$ cat src/rtl/ag_uop_sequencer.sv
// AG-stage micro-op sequencer: splits one instruction into 1-3 memory micro-ops and qualifies issue into ME.
// Optional dependency-stall counter is enabled with the AG_STALL_CNT_EN macro.
// Handshake: a micro-op transfers into ME when V_ME_OUT=1 and LD_ME_OUT=1 on the same clock edge.
module ag_uop_sequencer #(
  parameter int CNT_W = 16
) (
  input  logic             CLK,
  input  logic             RST,
  input  logic             V_D2,
  input  logic [1:0]       NUM_UOPS,
  input  logic             DEP_STALL,
  input  logic             SEG_LIMIT_EXC,
  input  logic             ME_STALL,
  input  logic             FLUSH,
  output logic             LD_ME_OUT,
  output logic             V_ME_OUT,
  output logic             EXC_ME_OUT,
  output logic [1:0]       UOP_IDX_OUT,
  output logic             UOP_LAST_OUT,
  output logic             D2_STALL_OUT,
`ifdef AG_STALL_CNT_EN
  output logic [CNT_W-1:0] STALL_CNT_OUT,
`endif
  output logic             BUSY_OUT
);

  localparam logic [1:0] ST_IDLE = 2'd0;
  localparam logic [1:0] ST_SEQ  = 2'd1;
  localparam logic [1:0] ST_EXC  = 2'd2;

  logic [1:0] state;
  logic [1:0] state_nxt;
  logic [1:0] uop_idx;
  logic [1:0] uop_idx_nxt;
  logic [1:0] last_idx;
  logic       last;
  logic       go;

  // NUM_UOPS of 0 is treated like 1, so the final index is max(NUM_UOPS,1)-1.
  assign last_idx = (NUM_UOPS == 2'd0) ? 2'd0 : NUM_UOPS - 2'd1;
  assign last     = (uop_idx >= last_idx);
  assign go       = V_D2 & ~DEP_STALL & ~ME_STALL & ~FLUSH & (state != ST_EXC);

  // All outputs are forced low while reset is asserted.
  assign LD_ME_OUT    = RST & (~ME_STALL | FLUSH);
  assign V_ME_OUT     = RST & go;
  assign EXC_ME_OUT   = RST & go & SEG_LIMIT_EXC;
  assign UOP_IDX_OUT  = RST ? uop_idx : 2'd0;
  assign UOP_LAST_OUT = RST & go & last;
  assign BUSY_OUT     = RST & (state != ST_IDLE);
  assign D2_STALL_OUT = RST & ~FLUSH &
                        ((state == ST_EXC) | (V_D2 & ~(go & last & ~SEG_LIMIT_EXC)));

  always_comb begin
    state_nxt   = state;
    uop_idx_nxt = uop_idx;
    if (FLUSH) begin
      state_nxt   = ST_IDLE;
      uop_idx_nxt = 2'd0;
    end else if (state == ST_EXC) begin
      state_nxt   = ST_EXC;
      uop_idx_nxt = 2'd0;
    end else if ((state == ST_SEQ) && !V_D2) begin
      // Instruction vanished mid-sequence: abandon it without issuing.
      state_nxt   = ST_IDLE;
      uop_idx_nxt = 2'd0;
    end else if (go && SEG_LIMIT_EXC) begin
      state_nxt   = ST_EXC;
      uop_idx_nxt = 2'd0;
    end else if (go && last) begin
      state_nxt   = ST_IDLE;
      uop_idx_nxt = 2'd0;
    end else if (go) begin
      state_nxt   = ST_SEQ;
      uop_idx_nxt = uop_idx + 2'd1;
    end
  end

  always_ff @(posedge CLK or negedge RST) begin
    if (!RST) begin
      state   <= ST_IDLE;
      uop_idx <= 2'd0;
    end else begin
      state   <= state_nxt;
      uop_idx <= uop_idx_nxt;
    end
  end

`ifdef AG_STALL_CNT_EN
  logic [CNT_W-1:0] stall_cnt;

  always_ff @(posedge CLK or negedge RST) begin
    if (!RST) begin
      stall_cnt <= '0;
    end else if (V_D2 && DEP_STALL && !FLUSH && !(&stall_cnt)) begin
      stall_cnt <= stall_cnt + CNT_W'(1);
    end
  end

  assign STALL_CNT_OUT = stall_cnt;
`endif

endmodule

$ cat config.mk
export PLATFORM = sky130hd
export DESIGN_NAME = ag_uop_sequencer
export DESIGN_NICKNAME = d
export VERILOG_FILES = /design/src/rtl/ag_uop_sequencer.sv
export SDC_FILE = /design/constraint.sdc
export NUM_CORES = 1
export LEC_CHECK = 0
export BUFFER_PORTS_ARGS = -buffer_cell sky130_fd_sc_hd__buf_2
export CAP_MARGIN = 40
export CORE_AREA = 4 4 41 43
export DETAILED_ROUTE_END_ITERATION = 8
export DIE_AREA = 0 0 45 47
export GPL_TIMING_DRIVEN = 0
export SYNTH_ARGS = -nofsm -noshare
export SYNTH_HDL_FRONTEND = slang
export SYNTH_SLANG_ARGS = --single-unit
$ cat constraint.sdc
create_clock -name CLK -period 1.7 [get_ports CLK]
set_clock_uncertainty 0.1 [all_clocks]
set_input_delay 0.085 -clock CLK [delete_from_list [all_inputs] [get_ports CLK]]
set_output_delay 0.085 -clock CLK [all_outputs]
set_load 0.005 [all_outputs]
## Word level (Yosys, flattened, before mapping)

Cells that the tools add are included.

- Logic and storage cells: 50
- Output and inout bits: 8
- Bits of input ports: 9
- Register bits: 4

- Bitwise operators: 21
- Muxes and demuxes: 14
- Reduce and logical (&&, ||, !) cells: 7
- Equal/unequal tests: 3
- Magnitude comparators: 1
- Add/sub/neg operators: 2

Operators with widths:

| kind | number |
|---|---|
| 2-bit 2-to-1 mux | 14 |
| 1-bit bitwise AND | 14 |
| 6-bit nonzero test | 1 |
| 1-bit inverter | 5 |
| 1-bit logical AND | 3 |
| 2-bit by 1-bit adder with 2-bit output (second input constant) | 1 |
| 2-bit by 1-bit equality test with 1-bit output (second input constant) | 1 |
| 2-bit equality test (second input constant) | 1 |
| 2-bit >= comparator | 1 |
| 2-bit zero test | 1 |
| 2-bit != test (second input constant) | 1 |
| 1-bit bitwise OR | 2 |
| 2-bit nonzero test | 1 |
| 2-bit by 1-bit subtractor with 2-bit output (second input constant) | 1 |
| 1-bit zero test | 1 |

## Logic depth before layout (Yosys ltp)

Gate-level depths: netlist of run 1.

- Depth in word-level cells: 11
- Depth in mapped cells: 6
- Mapped depth without buffers: 6

## Worst setup path before layout of run 1

OpenSTA, ideal clock, no wires.

- Path kind: register to register
- Start point: register uop_idx[0]
- End point: register uop_idx[1]
- Slack: 0.218 ns
- Required time: 1.523 ns
- Cell stages (with the launch flop): 7
- Arrival time: 1.306 ns
- Clock period less this slack: 1.482 ns
- Path buffers: 0
- Library setup time: 0.077 ns
- Path through: dfrtp_1 -> inv_1 -> ha_1 -> nand2b_1 -> a21oi_1 -> nand4_1 -> o21ai_1

- Word-level cells in the longest chain between the ends: 7
- Elaborated cells between the ends (all ways): 10
- Those cells by class: add/sub (1); order compare (1); mux (6); reduce/logical (2)

RTL lines:

| element | line | source |
|---|---|---|
| start: declaration | 33 | `logic [1:0] uop_idx;` |
| start signal: assignment | 85 | `uop_idx <= uop_idx_nxt;` |
| 2-bit by 1-bit adder with 2-bit output / 2-bit >= comparator (equally long branches) | 75, 41 |  |
| 2-bit 2-to-1 mux / 1-bit logical AND (equally long branches) | 73, 70 |  |
| 2-bit 2-to-1 mux | 70 | `end else if (go && last) begin` |
| 2-bit 2-to-1 mux | 67 | `end else if (go && SEG_LIMIT_EXC) begin` |
| 2-bit 2-to-1 mux | 63 | `end else if ((state == ST_SEQ) && !V_D2) begin` |
| 2-bit 2-to-1 mux | 60 | `end else if (state == ST_EXC) begin` |
| 2-bit 2-to-1 mux | 57 | `if (FLUSH) begin` |

Several ways; a longest one is shown, not always the timed one. The select of a mux whose other input is x is not followed.
A chain may end at the register's enable or synchronous reset.

## Worst setup path after layout of run 1

- Start point: register uop_idx[0]
- End point: output port UOP_LAST_OUT

- Word-level cells in the longest chain between the ends: 2

RTL lines:

| element | line | source |
|---|---|---|
| 2-bit >= comparator | 41 | `assign last = (uop_idx >= last_idx);` |
| 1-bit bitwise AND | 49 | `assign UOP_LAST_OUT = RST & go & last;` |
| end: declaration | 19 | `output logic UOP_LAST_OUT,` |

No other way between the ends.

==> qor_table.md, run 1 <==
| Item | Reported | Unit |
|---|---|---|
| Share of total power in combinational logic | 22.3 | % |
| Maximum cell stage delay along the critical path | 0.34 | ns |
| Final weighted congestion in routability-driven placement | 0.7107 | - |
| Static leakage | 0.2577 | nW |
| Number of nets in the layout | 78 | - |
| # Max-Cap Violations | 0 | - |
| Launching element of the worst setup path | uop_idx[0]$_DFFE_PN0P_ | - |
| P per Cell Area | 532.6 | nW/um2 |
| Initial core utilization | 26.06 | % |
| Number of DRC violations after detailed routing | 0 | - |
| Placeable core region | 1301 | um2 |
| Pre-CTS setup slack | 0.03798 | ns |
| Transition time at the pin with the least slew margin | 0.3373 | ns |
| Detailed placement HPWL | 661.5 | um |
| Initial drt markers | 5 | - |
| Port Buffers | 16 | - |
| Relative contribution of sequential cells to total power | 35.4 | % |
| Leftover overflow at the end of global routing | 0 | - |
| Number of hold-slack violations in the final timing report | 0 | - |
| Net count of the mapped netlist | 53 | - |
| Number of global-route vias before repair | 343 | - |
| Antenna violations before repair | 0 | - |
| Total iterations of the first detailed-routing run | 4 | - |
| Critical path type | reg -> out | - |
| Number of H-tree branching levels | 1 | - |
| Number of buffers inserted during clock tree synthesis | 3 | - |
| Reg clk slew, reported paths | 0.04 | ns |
| YS warnings | 0 | - |
| Fmax achieved | 593.9 | MHz |
| Crit path capture type | primary output | - |
| Final worst setup slack | 0.01610 | ns |
| Setup repair after global routing missed its margin | true | - |
| Number of standard cells after synthesis | 42 | - |
| Area occupied by registers | 100.1 | um2 |
| Sequential area share after synthesis | 29.52 | % |
| Netlist cell types | 22 | - |
| Vias per inst | 4.575 | - |
| Clock Path Buffers | 2 | - |
| Clk_lat worst skew | 0.23 | ns |
| Fraction of synthesized cell area taken by the top area cell type | 29.52 | % |
| Most frequently used flop master after synthesis | sky130_fd_sc_hd__dfrtp_1 | - |
| Master of the slowest instance on the critical path | sky130_fd_sc_hd__dfrtp_1 | - |
| Clock network power share | 42.3 | % |
| Proportion of register bits with asynchronous set or reset after synthesis | 100.0 | % |
| Outcome | finished clean | - |
| Depth of the most critical reg-to-reg path | 7 | - |
| Top-Level Pins | 17 | - |
| Worst hold-check path type | in -> reg | - |
| Total Routing Usage GR | 9.429 | % |
| Area leader, netlist | sky130_fd_sc_hd__dfrtp_1 | - |
| Number of clock sinks | 4 | - |
| Die outline width | 45 | um |
| Total count of max-transition violations in the final report | 0 | - |
| Proportion of layout cells with a drive suffix above 1 | 44.62 | % |
| Psw | 0.07062 | mW |
| Die Area | 2115 | um2 |
| Avg Inst Size Synth | 8.073 | um2 |
| Setup slack of the worst register-to-register path | 0.10 | ns |
| Data required time of the critical path | 1.51 | ns |
| Peak supply drop | 291.1 | uV |
| Wire length after detailed routing | 815 | um |
| Ordered list of cells on the worst path | inv_1 > ha_1 > nand2b_4 > a21oi_4 > buf_4 > nor4_1 > buf_2 | - |
| Total inserted antenna cells | 0 | - |
| Capture point of the worst reg-to-reg path | uop_idx[0]$_DFFE_PN0P_ | - |
| Arr. time, crit path | 1.50 | ns |
| Period utilisation layout | 99.05 | % |
| DRT antenna net count | 0 | - |
| Flip-flop and latch count after synthesis | 4 | - |
| Maximum fanout encountered on the critical timing path | 2 | - |
| Crit path capture | UOP_LAST_OUT | - |
| Via Count | 366 | - |
| Number of flops mapped to enable cells by yosys | 0 | - |
| Startpoint of the lowest-slack register-to-register path | uop_idx[0]$_DFFE_PN0P_ | - |
| Synth area leaders | sky130_fd_sc_hd__dfrtp_1 (30%), sky130_fd_sc_hd__nand2_1 (10%), sky130_fd_sc_hd__ha_1 (7.4%) | - |
| Cell internal power dissipation | 0.2072 | mW |
| Average wire per cell in the routed design | 10.19 | um |
| Count of final setup violators | 0 | - |
| Number of rows created at floorplan | 13 | - |
| Largest net degree at the start of global routing | 10 | - |
| Post-Syn Area | 339.1 | um2 |
| Clock Tree Root | sky130_fd_sc_hd__clkbuf_4 | - |
| Die Y | 47 | um |
| Slew headroom | 77.33 | % |
| Type of origin of the critical path | flop | - |
| PnR Total Power | 0.2779 | mW |
| Post-route minimum period | 1.684 | ns |
| Relative area change from synthesis to final layout | 53.87 | % |
| Clock tree from TritonCTS | yes | - |
| Global-route wire length before repair | 1421 | um |
| Switching part of the total power | 25.42 | % |
| Fill count | 144 | - |
| Area taken by multi-input logic gates | 254.0 | um2 |
[final cells by class]
type / instances / area share [%]
well taps: 15 / 3.597
repair buffers: 20 / 22.06
multi-input cells: 35 / 48.68
inverters: 3 / 2.158
clock buffers: 3 / 4.317
flip-flops and latches: 4 / 19.18
[placed cells by master (no fill, tap or decap), types with 2 or more instances in the layout]
master / netlist / routed
sky130_fd_sc_hd__o21ai_1: 2 / 2
sky130_fd_sc_hd__dfrtp_1: 4 / 4
sky130_fd_sc_hd__ha_1: 2 / 2
sky130_fd_sc_hd__inv_1: 3 / 3
sky130_fd_sc_hd__buf_2: 0 / 16
sky130_fd_sc_hd__dlygate4sd3_1: 0 / 2
sky130_fd_sc_hd__and2_1: 3 / 3
sky130_fd_sc_hd__nand2_1: 9 / 9
sky130_fd_sc_hd__buf_4: 0 / 2
sky130_fd_sc_hd__nor2_1: 3 / 3
sky130_fd_sc_hd__clkbuf_4: 0 / 3
[through the flow]
stage          cell area, um2  util (%)  TNS [ns]  hold WS [ns]  cells
2_1_floorplan           339.1         -         0       -0.3106     42
3_3_place_gp            437.9     33.65         0       -0.1761     73
3_5_place_dp            437.9     33.65         0       -0.1757     73
4_1_cts                 506.7     38.94         0       0.06544     80
5_1_grt                 521.8     40.10   -0.2007       0.06511     80
6_report                521.8     40.10         0       0.05983     80
[sequential cells by signal, summed over array words and instances, names as in the netlist]
signal	cells
uop_idx	2
state	2
[Yosys cell counts, types with 2 or more instances]
| cell | instances |
|---|---|
| sky130_fd_sc_hd__inv_1 | 3 |
| sky130_fd_sc_hd__and2_1 | 3 |
| sky130_fd_sc_hd__ha_1 | 2 |
| sky130_fd_sc_hd__nor2_1 | 3 |
| sky130_fd_sc_hd__dfrtp_1 | 4 |
| sky130_fd_sc_hd__a21oi_1 | 2 |
| sky130_fd_sc_hd__nand2_1 | 9 |
| sky130_fd_sc_hd__o21ai_1 | 2 |
[kinds of logic after synthesis]
logic type | synth area share [%]
and+or+nand+nor | 43.18
AOI/OAI and AO/OA | 14.02
DFF | 29.52
buffers and inverters | 3.321
adders and majority gates | 7.379
xor gates and xnor gates | 2.583
[power by group through the flow]
stage               Clock [mW]  Sequential [mW]  Combinational, mW
global placement             0           0.0999             0.0476
finish                   0.118           0.0985             0.0618
detailed placement           0           0.0999             0.0489
global route             0.133           0.0984             0.0700
floorplan                    0           0.0996             0.0235
CTS                      0.123           0.0984             0.0593
[critical path: cells and delay by family (launching register included)]
family,cells,cell delay (ns)
adders and majority gates,1,0.26
buffers and inverters,3,0.33
AOI/OAI and AO/OA,1,0.06
and+or+nand+nor,2,0.27
DFF,1,0.34
[what timing repair did]
action	4_1_cts	5_1_grt
endpoints found under the hold margin	5	0
resized for setup	3	3
hold buffers	2	0
pin swaps	4	2
cloned	0	0
endpoints found under the setup margin	2	2
setup buffers	2	0
[routing by layer]
metal | global-route usage [%] | wire length (um) | part of all wire (%)
met3 | 2.299 | 57 | 7.0
met5 | 0 | 0 | 0
met1 | 11.24 | 375 | 46
met4 | 7.018 | 15 | 1.8
met2 | 14.69 | 366 | 45
[worst min path at each step]
stage / start / endpoint / slack [ns] / cells after the start
2_1_floorplan: RST / state[0]$_DFFE_PN0P_ / -0.31 / 0
3_3_place_gp: RST / state[1]$_DFFE_PN0P_ / -0.18 / 1
4_1_cts: SEG_LIMIT_EXC / state[1]$_DFFE_PN0P_ / 0.07 / 3
5_1_grt: SEG_LIMIT_EXC / state[1]$_DFFE_PN0P_ / 0.07 / 3
3_5_place_dp: RST / state[1]$_DFFE_PN0P_ / -0.18 / 1
6_report: SEG_LIMIT_EXC / state[1]$_DFFE_PN0P_ / 0.06 / 3
No activity file was read; power rests on OpenSTA's default activity.
==> inputs of run 2 (changes only) <==
--- a/config.mk
+++ b/config.mk
@@ -5,6 +5,7 @@
 export SDC_FILE = /design/constraint.sdc
 export NUM_CORES = 1
 export LEC_CHECK = 0
+export ABC_AREA = 1
 export BUFFER_PORTS_ARGS = -buffer_cell sky130_fd_sc_hd__buf_2
 export CAP_MARGIN = 40
 export CORE_AREA = 4 4 41 43
==> run 2 against run 1 <==
Against the previous run:
- critical path depth grew 1
- routed wire length grew 12%
- clock power shrank 5%
- count of clock-buffer cells in the layout is the same
- flip-flop and latch count is the same
- largest cell class unchanged
- largest power group unchanged
==> qor_table.md, run 2 <==
| Item | Reported | Unit |
|---|---|---|
| Synth area leaders | sky130_fd_sc_hd__dfrtp_1 (25%), sky130_fd_sc_hd__nand2_1 (15%), sky130_fd_sc_hd__inv_1 (6.6%) | - |
| Net count of the mapped netlist | 71 | - |
| Flip-flop and latch count after synthesis | 4 | - |
| Total count of max-transition violations in the final report | 0 | - |
| Die Y | 47 | um |
| Number of DRC violations after detailed routing | 0 | - |
| # Max-Cap Violations | 0 | - |
| Port Buffers | 16 | - |
| Multiplexer share of the synthesized area | 0 | % |
| Clock Path Buffers | 2 | - |
| Most frequently used flop master after synthesis | sky130_fd_sc_hd__dfrtp_1 | - |
| Transition time at the pin with the least slew margin | 0.2084 | ns |
| Cell count after placement | 91 | - |
| Via Count | 435 | - |
| Total Routing Usage GR | 9.992 | % |
| Number of buffers inserted during clock tree synthesis | 3 | - |
| Leading cell type in the layout, fill and taps excluded | sky130_fd_sc_hd__buf_2 | - |
| Share of total power in combinational logic | 33.1 | % |
| Type of origin of the critical path | flop | - |
| Worst hold-check path type | in -> reg | - |
| Post-route minimum period | 1.601 | ns |
| Most frequent cells in the layout | sky130_fd_sc_hd__buf_2 (16), sky130_fd_sc_hd__nand2_1 (13), sky130_fd_sc_hd__inv_2 (7) | - |
| Proportion of layout cells with a drive suffix above 1 | 52.38 | % |
| Total iterations of the first detailed-routing run | 4 | - |
| Detailed placement HPWL | 681.6 | um |
| Routed length on met2 | 438 | um |
| Post-Syn Area | 395.4 | um2 |
| Netlist cell types | 17 | - |
| Total inserted antenna cells | 0 | - |
| Vias per inst | 4.394 | - |
| Outcome | finished clean | - |
| Critical path type | reg -> out | - |
| Largest registers | state x2, uop_idx x2 | - |
| Top-Level Pins | 17 | - |
| Number of clock sinks | 4 | - |
| Startpoint of the lowest-slack register-to-register path | uop_idx[0]$_DFFE_PN0P_ | - |
| Switching part of the total power | 31.31 | % |
| Number of global-route vias before repair | 365 | - |
| Number of rows created at floorplan | 13 | - |
| Number of hold-slack violations in the final timing report | 0 | - |
| Data required time of the critical path | 1.51 | ns |
| Maximum fanout encountered on the critical timing path | 2 | - |
| Clk_lat worst skew | 0.23 | ns |
| YS warnings | 0 | - |
| Clock tree from TritonCTS | yes | - |
| P per Cell Area | 555.8 | nW/um2 |
| Post-synthesis share of cell area spent on and, or, nand and nor gates | 47.47 | % |
| Depth of the most critical reg-to-reg path | 9 | - |
| Fmax achieved | 624.5 | MHz |
| Count of final setup violators | 0 | - |
| Reg clk slew, reported paths | 0.04 | ns |
| Average wire per cell in the routed design | 9.222 | um |
| Number of H-tree branching levels | 1 | - |
| Peak supply drop | 565.7 | uV |
| Number of standard cells after synthesis | 60 | - |
| Area leader, netlist | sky130_fd_sc_hd__dfrtp_1 | - |
| Crit path capture type | primary output | - |
| Number of nets in the layout | 97 | - |
| Psw | 0.1025 | mW |
| Final weighted congestion in routability-driven placement | 0.6830 | - |
| Largest family of logic cells by synthesized area | simple AND/OR/NAND/NOR gates | - |
| Hold path endpoint | state[1]$_DFFE_PN0P_ | - |
| Cell depth of the worst min-delay path | 4 | - |
| Initial core utilization | 30.38 | % |
| Die Area | 2115 | um2 |
| Highest metal used | met3 | - |
| Startpoint of the worst hold path | FLUSH | - |
| Slew headroom | 86.06 | % |
| Most repeated cell in the gate-level netlist after synthesis | sky130_fd_sc_hd__nand2_1 | - |
| Relative area change from synthesis to final layout | 49.05 | % |
| Arr. time, crit path | 1.42 | ns |
| Met1 wire length | 375 | um |
| Final non-filler cell total | 99 | - |
| Cell internal power dissipation | 0.2250 | mW |
| DRT antenna net count | 0 | - |
| Placeable core region | 1301 | um2 |
| Post-synthesis compound-gate area fraction | 6.329 | % |
| Clock network power share | 34.1 | % |
| Capture point of the worst reg-to-reg path | uop_idx[0]$_DFFE_PN0P_ | - |
| Sequential area share after synthesis | 25.32 | % |
| Relative contribution of sequential cells to total power | 32.8 | % |
| Initial drt markers | 7 | - |
| Post-Synth Adder-Cell Area | 6.329 | % |
| Global-route wire length before repair | 1455 | um |
| Period utilisation layout | 94.19 | % |
| Static leakage | 0.3432 | nW |
| Wire length after detailed routing | 913 | um |
| Min Hold Slack | 0.04017 | ns |
| Parity-gate share of the synthesized area counting xor and xnor cells | 2.215 | % |
| Largest net degree at the start of global routing | 9 | - |
| Routed met3 length | 99 | um |
| Proportion of register bits with asynchronous set or reset after synthesis | 100.0 | % |
| Setup slack of the worst register-to-register path | 0.16 | ns |
| Number of flops mapped to enable cells by yosys | 0 | - |
| Fraction of synthesized cell area taken by the top area cell type | 25.32 | % |
| Avg Inst Size Synth | 6.590 | um2 |
| Clock Tree Root | sky130_fd_sc_hd__clkbuf_4 | - |
| Setup repair after global routing missed its margin | true | - |
| Antenna violations before repair | 0 | - |
| Die outline width | 45 | um |
| Leftover overflow at the end of global routing | 0 | - |
| Most frequent cells after synthesis | sky130_fd_sc_hd__nand2_1 (16), sky130_fd_sc_hd__inv_1 (7), sky130_fd_sc_hd__inv_2 (6), sky130_fd_sc_hd__nor2_1 (5), sky130_fd_sc_hd__dfrtp_1 (4) | - |
## run 2: cell count changes after synthesis, sizes merged, moves of 3 or more
| cell | delta |
|---|---|
| nand2 | +11 |
| nand3 | +4 |
| and2 | -3 |
| nor2 | +5 |
| inv | +10 |
## run 2: worst max-delay path by stage
stage	endpoint	start	cells after the start	slack, ns
6_report	D2_STALL_OUT	uop_idx[0]$_DFFE_PN0P_	8	0.1
4_1_cts	D2_STALL_OUT	uop_idx[1]$_DFFE_PN0P_	7	0.04
2_1_floorplan	D2_STALL_OUT	uop_idx[1]$_DFFE_PN0P_	6	0.35
5_1_grt	D2_STALL_OUT	uop_idx[0]$_DFFE_PN0P_	8	-0.02
3_5_place_dp	D2_STALL_OUT	uop_idx[0]$_DFFE_PN0P_	8	0.18
3_3_place_gp	D2_STALL_OUT	uop_idx[0]$_DFFE_PN0P_	8	0.19
## run 2: cells by family (layout without fill, tap and decap cells)
logic type               Yosys count  after routing
XOR/XNOR                           1              1
flip-flops                         4              4
adder cells (fa/ha/maj)            2              2
buffers and inverters             13             37
AO/OA/AOI/OAI                      5              5
AND/OR/NAND/NOR                   35             35
## run 2: critical path, cell delays in order, from the launching register on
cell and delay [ns]:
sky130_fd_sc_hd__dfrtp_1 0.38, sky130_fd_sc_hd__inv_2 0.08, sky130_fd_sc_hd__ha_4 0.19, sky130_fd_sc_hd__nand2_2 0.05, sky130_fd_sc_hd__nand3b_1 0.09, sky130_fd_sc_hd__nand3_1 0.10
sky130_fd_sc_hd__nand2_1 0.05, sky130_fd_sc_hd__a21oi_1 0.12, sky130_fd_sc_hd__buf_2 0.12
## run 2: cell type report
class,instances,area (um2)
well taps,15,18.77
repair buffers,21,120.1
clock buffers,3,22.52
fillers,144,711.9
flip-flops and latches,4,100.1
inverters,13,48.80
multi-input cells,43,279.0
## run 2: stage by stage
stage | utilization [%] | TNS, ns | instance area (um2) | worst slack, ns | power (mW)
after CTS | 42.79 | 0 | 556.8 | 0.04255 | 0.3276
after floorplan | - | 0 | 395.4 | 0.3550 | 0.1716
after global routing | 45.29 | -0.04515 | 589.3 | -0.02283 | 0.3660
after detailed placement | 37.98 | 0 | 494.2 | 0.1823 | 0.2019
final | 45.29 | 0 | 589.3 | 0.09879 | 0.3275
after global placement | 37.98 | 0 | 494.2 | 0.1891 | 0.2017
## run 2: power by group through the flow
stage / Combinational, mW / Clock, mW / Sequential [mW]
floorplan: 0.0634 / 0 / 0.108
global placement: 0.0932 / 0 / 0.108
detailed placement: 0.0933 / 0 / 0.109
CTS: 0.102 / 0.119 / 0.107
global route: 0.123 / 0.136 / 0.107
finish: 0.108 / 0.112 / 0.107
## run 2: metal layers
layer,vias up,track usage [%]
met5,-,0
met4,0,3.509
met3,0,8.046
met2,15,12.99
met1,188,12.18
li1,232,-
## run 2: timing repair
action / CTS / global route
hold buffers: 1 / 0
buffers inserted: 4 / 0
setup endpoints to repair: 1 / 5
hold endpoints to repair: 4 / 0
pin swaps: 1 / 7
gates resized for setup: 0 / 6
==> inputs of run 3 (changes only) <==
--- a/config.mk
+++ b/config.mk
@@ -6,7 +6,7 @@
 export NUM_CORES = 1
 export LEC_CHECK = 0
 export ABC_AREA = 1
-export BUFFER_PORTS_ARGS = -buffer_cell sky130_fd_sc_hd__buf_2
+export BUFFER_PORTS_ARGS = -buffer_cell sky130_fd_sc_hd__buf_4
 export CAP_MARGIN = 40
 export CORE_AREA = 4 4 41 43
 export DETAILED_ROUTE_END_ITERATION = 8
==> run 3 against run 2 <==
Against the previous run:
- first-iteration DRC count decreased by 14%
- register-to-register slack lost 0.05 ns
- hold slack improved by 0.0028 ns
- combinational power is 9% higher
- total power grew 5.2%
- setup slack worse by 0.075 ns
- clock power grew 6%
- critical path depth unchanged
- final cell count did not move
- global-route usage is 0.10 points lower
- die area did not move
- critical path type unchanged
- highest routed layer unchanged
==> qor_table.md, run 3 (synthesized netlist as in run 2, its figures left out) <==
| Item | Reported | Unit |
|---|---|---|
| Outcome | finished clean | - |
| Initial core utilization | 30.38 | % |
| Setup slack of the worst register-to-register path | 0.11 | ns |
| Cell depth of the worst min-delay path | 4 | - |
| Number of DRC violations after detailed routing | 0 | - |
| Static leakage | 0.3494 | nW |
| Period utilisation layout | 98.58 | % |
| Number of buffers inserted during clock tree synthesis | 3 | - |
| Reg clk slew, reported paths | 0.04 | ns |
| Antenna violations before repair | 0 | - |
| Post-route minimum period | 1.676 | ns |
| Post-layout utilization of the core | 48.56 | % |
| Number of clock sinks | 4 | - |
| Die Y | 47 | um |
| Setup repair after global routing missed its margin | true | - |
| Die outline width | 45 | um |
| Global-route wire length before repair | 1462 | um |
| Via Count | 426 | - |
| Fmax achieved | 596.7 | MHz |
| Data required time of the critical path | 1.51 | ns |
| Startpoint of the worst hold path | FLUSH | - |
| Final weighted congestion in routability-driven placement | 0.6990 | - |
| Wire length after detailed routing | 962 | um |
| DRT antenna net count | 0 | - |
| Largest registers | state x2, uop_idx x2 | - |
| Leading cell type in the layout, fill and taps excluded | sky130_fd_sc_hd__buf_4 | - |
| Total iterations of the first detailed-routing run | 4 | - |
| Detailed placement HPWL | 698.2 | um |
| Clock Tree Root | sky130_fd_sc_hd__clkbuf_4 | - |
| Total inserted antenna cells | 0 | - |
| Transition time at the pin with the least slew margin | 0.2183 | ns |
| Clock tree from TritonCTS | yes | - |
| Top-Level Pins | 17 | - |
| Relative area change from synthesis to final layout | 59.81 | % |
| Depth of the most critical reg-to-reg path | 9 | - |
| Startpoint of the lowest-slack register-to-register path | uop_idx[0]$_DFFE_PN0P_ | - |
| Crit path capture type | primary output | - |
| Number of hold-slack violations in the final timing report | 0 | - |
| Hold path endpoint | state[1]$_DFFE_PN0P_ | - |
| Number of rows created at floorplan | 13 | - |
| Maximum fanout encountered on the critical timing path | 2 | - |
| Post-Route Setup TNS | 0 | ns |
| Peak supply drop | 520.6 | uV |
| Largest net degree at the start of global routing | 9 | - |
| Worst hold-check path type | in -> reg | - |
| # Max-Cap Violations | 0 | - |
| Type of origin of the critical path | flop | - |
| Clk_lat worst skew | 0.23 | ns |
| Arr. time, crit path | 1.49 | ns |
| Port Buffers | 16 | - |
| Leftover overflow at the end of global routing | 0 | - |
| Number of nets in the layout | 97 | - |
| Min Hold Slack | 0.04295 | ns |
| Capture point of the worst reg-to-reg path | uop_idx[1]$_DFFE_PN0P_ | - |
| Count of final setup violators | 0 | - |
| Vias per inst | 4.303 | - |
| P per Cell Area | 545.2 | nW/um2 |
| Total Routing Usage GR | 9.889 | % |
| Most frequent cells in the layout | sky130_fd_sc_hd__buf_4 (20), sky130_fd_sc_hd__nand2_1 (13), sky130_fd_sc_hd__inv_2 (7) | - |
| Proportion of layout cells with a drive suffix above 1 | 53.57 | % |
| Initial drt markers | 6 | - |
| Critical path type | reg -> out | - |
| Placeable core region | 1301 | um2 |
| Number of global-route vias before repair | 373 | - |
| Die Area | 2115 | um2 |
| Slew headroom | 85.39 | % |
| Number of H-tree branching levels | 1 | - |
| PnR Total Power | 0.3445 | mW |
| Average wire per cell in the routed design | 9.717 | um |
| Total count of max-transition violations in the final report | 0 | - |
| Clock Path Buffers | 2 | - |
## run 3: how the worst max path moves through the flow
stage                      startpoint            to  slack, ns  cells after the start
5_1_grt        uop_idx[0]$_DFFE_PN0P_  D2_STALL_OUT      -0.04                      8
6_report       uop_idx[0]$_DFFE_PN0P_  D2_STALL_OUT       0.02                      8
2_1_floorplan  uop_idx[1]$_DFFE_PN0P_  D2_STALL_OUT       0.35                      6
4_1_cts        uop_idx[0]$_DFFE_PN0P_  D2_STALL_OUT       0.01                      8
3_5_place_dp   uop_idx[0]$_DFFE_PN0P_  D2_STALL_OUT       0.15                      8
3_3_place_gp   uop_idx[0]$_DFFE_PN0P_  D2_STALL_OUT       0.18                      8
## run 3: critical path, cell delays in order (launching register included)
cell                       delay [ns]
sky130_fd_sc_hd__dfrtp_1         0.40
sky130_fd_sc_hd__inv_2           0.09
sky130_fd_sc_hd__ha_4            0.19
sky130_fd_sc_hd__nand2_2         0.05
sky130_fd_sc_hd__nand3b_1        0.11
sky130_fd_sc_hd__nand3_1         0.11
sky130_fd_sc_hd__nand2_1         0.06
sky130_fd_sc_hd__a21oi_1         0.13
sky130_fd_sc_hd__buf_4           0.12
## run 3: metal layers
metal  global-route usage (%)  vias to the layer above  share of wire (%)
met5                        0                        -                  0
met4                    5.263                        0                  0
met3                    4.981                        0                7.2
met2                    14.41                       10                 47
met1                    11.87                      184                 46
li1                         -                      232                  -
## run 3: final cells by class
cell class	instances	area, um2
fill	146	669.4
multi-input combinational	43	281.5
timing repair buffer	21	160.2
sequential	4	100.1
inverter	13	48.80
clock buffer	3	22.52
tap	15	18.77
## run 3: where the power goes
part	switching [mW]	total, mW	leakage [nW]	internal, mW
clock network	0.0395	0.119	0.0138	0.0790
registers	0.00622	0.108	0.0553	0.101
logic	0.0646	0.118	0.280	0.0539
total	0.110	0.344	0.349	0.234
## run 3: per-stage QoR
step	instance area (um2)	instances	setup slack [ns]
6_report	631.9	99	0.02416
4_1_cts	596.8	99	0.01067
5_1_grt	631.9	99	-0.04330
3_3_place_gp	534.3	91	0.1757
2_1_floorplan	395.4	60	0.3550
3_5_place_dp	534.3	91	0.1491
## run 3: timing repair
item                                    4_1_cts  5_1_grt
hold buffers                                  1        0
pin swaps                                     1        9
setup buffers                                 4        0
hold endpoints to repair                      4        0
endpoints found under the setup margin        1        4
gates resized for setup                       0        7
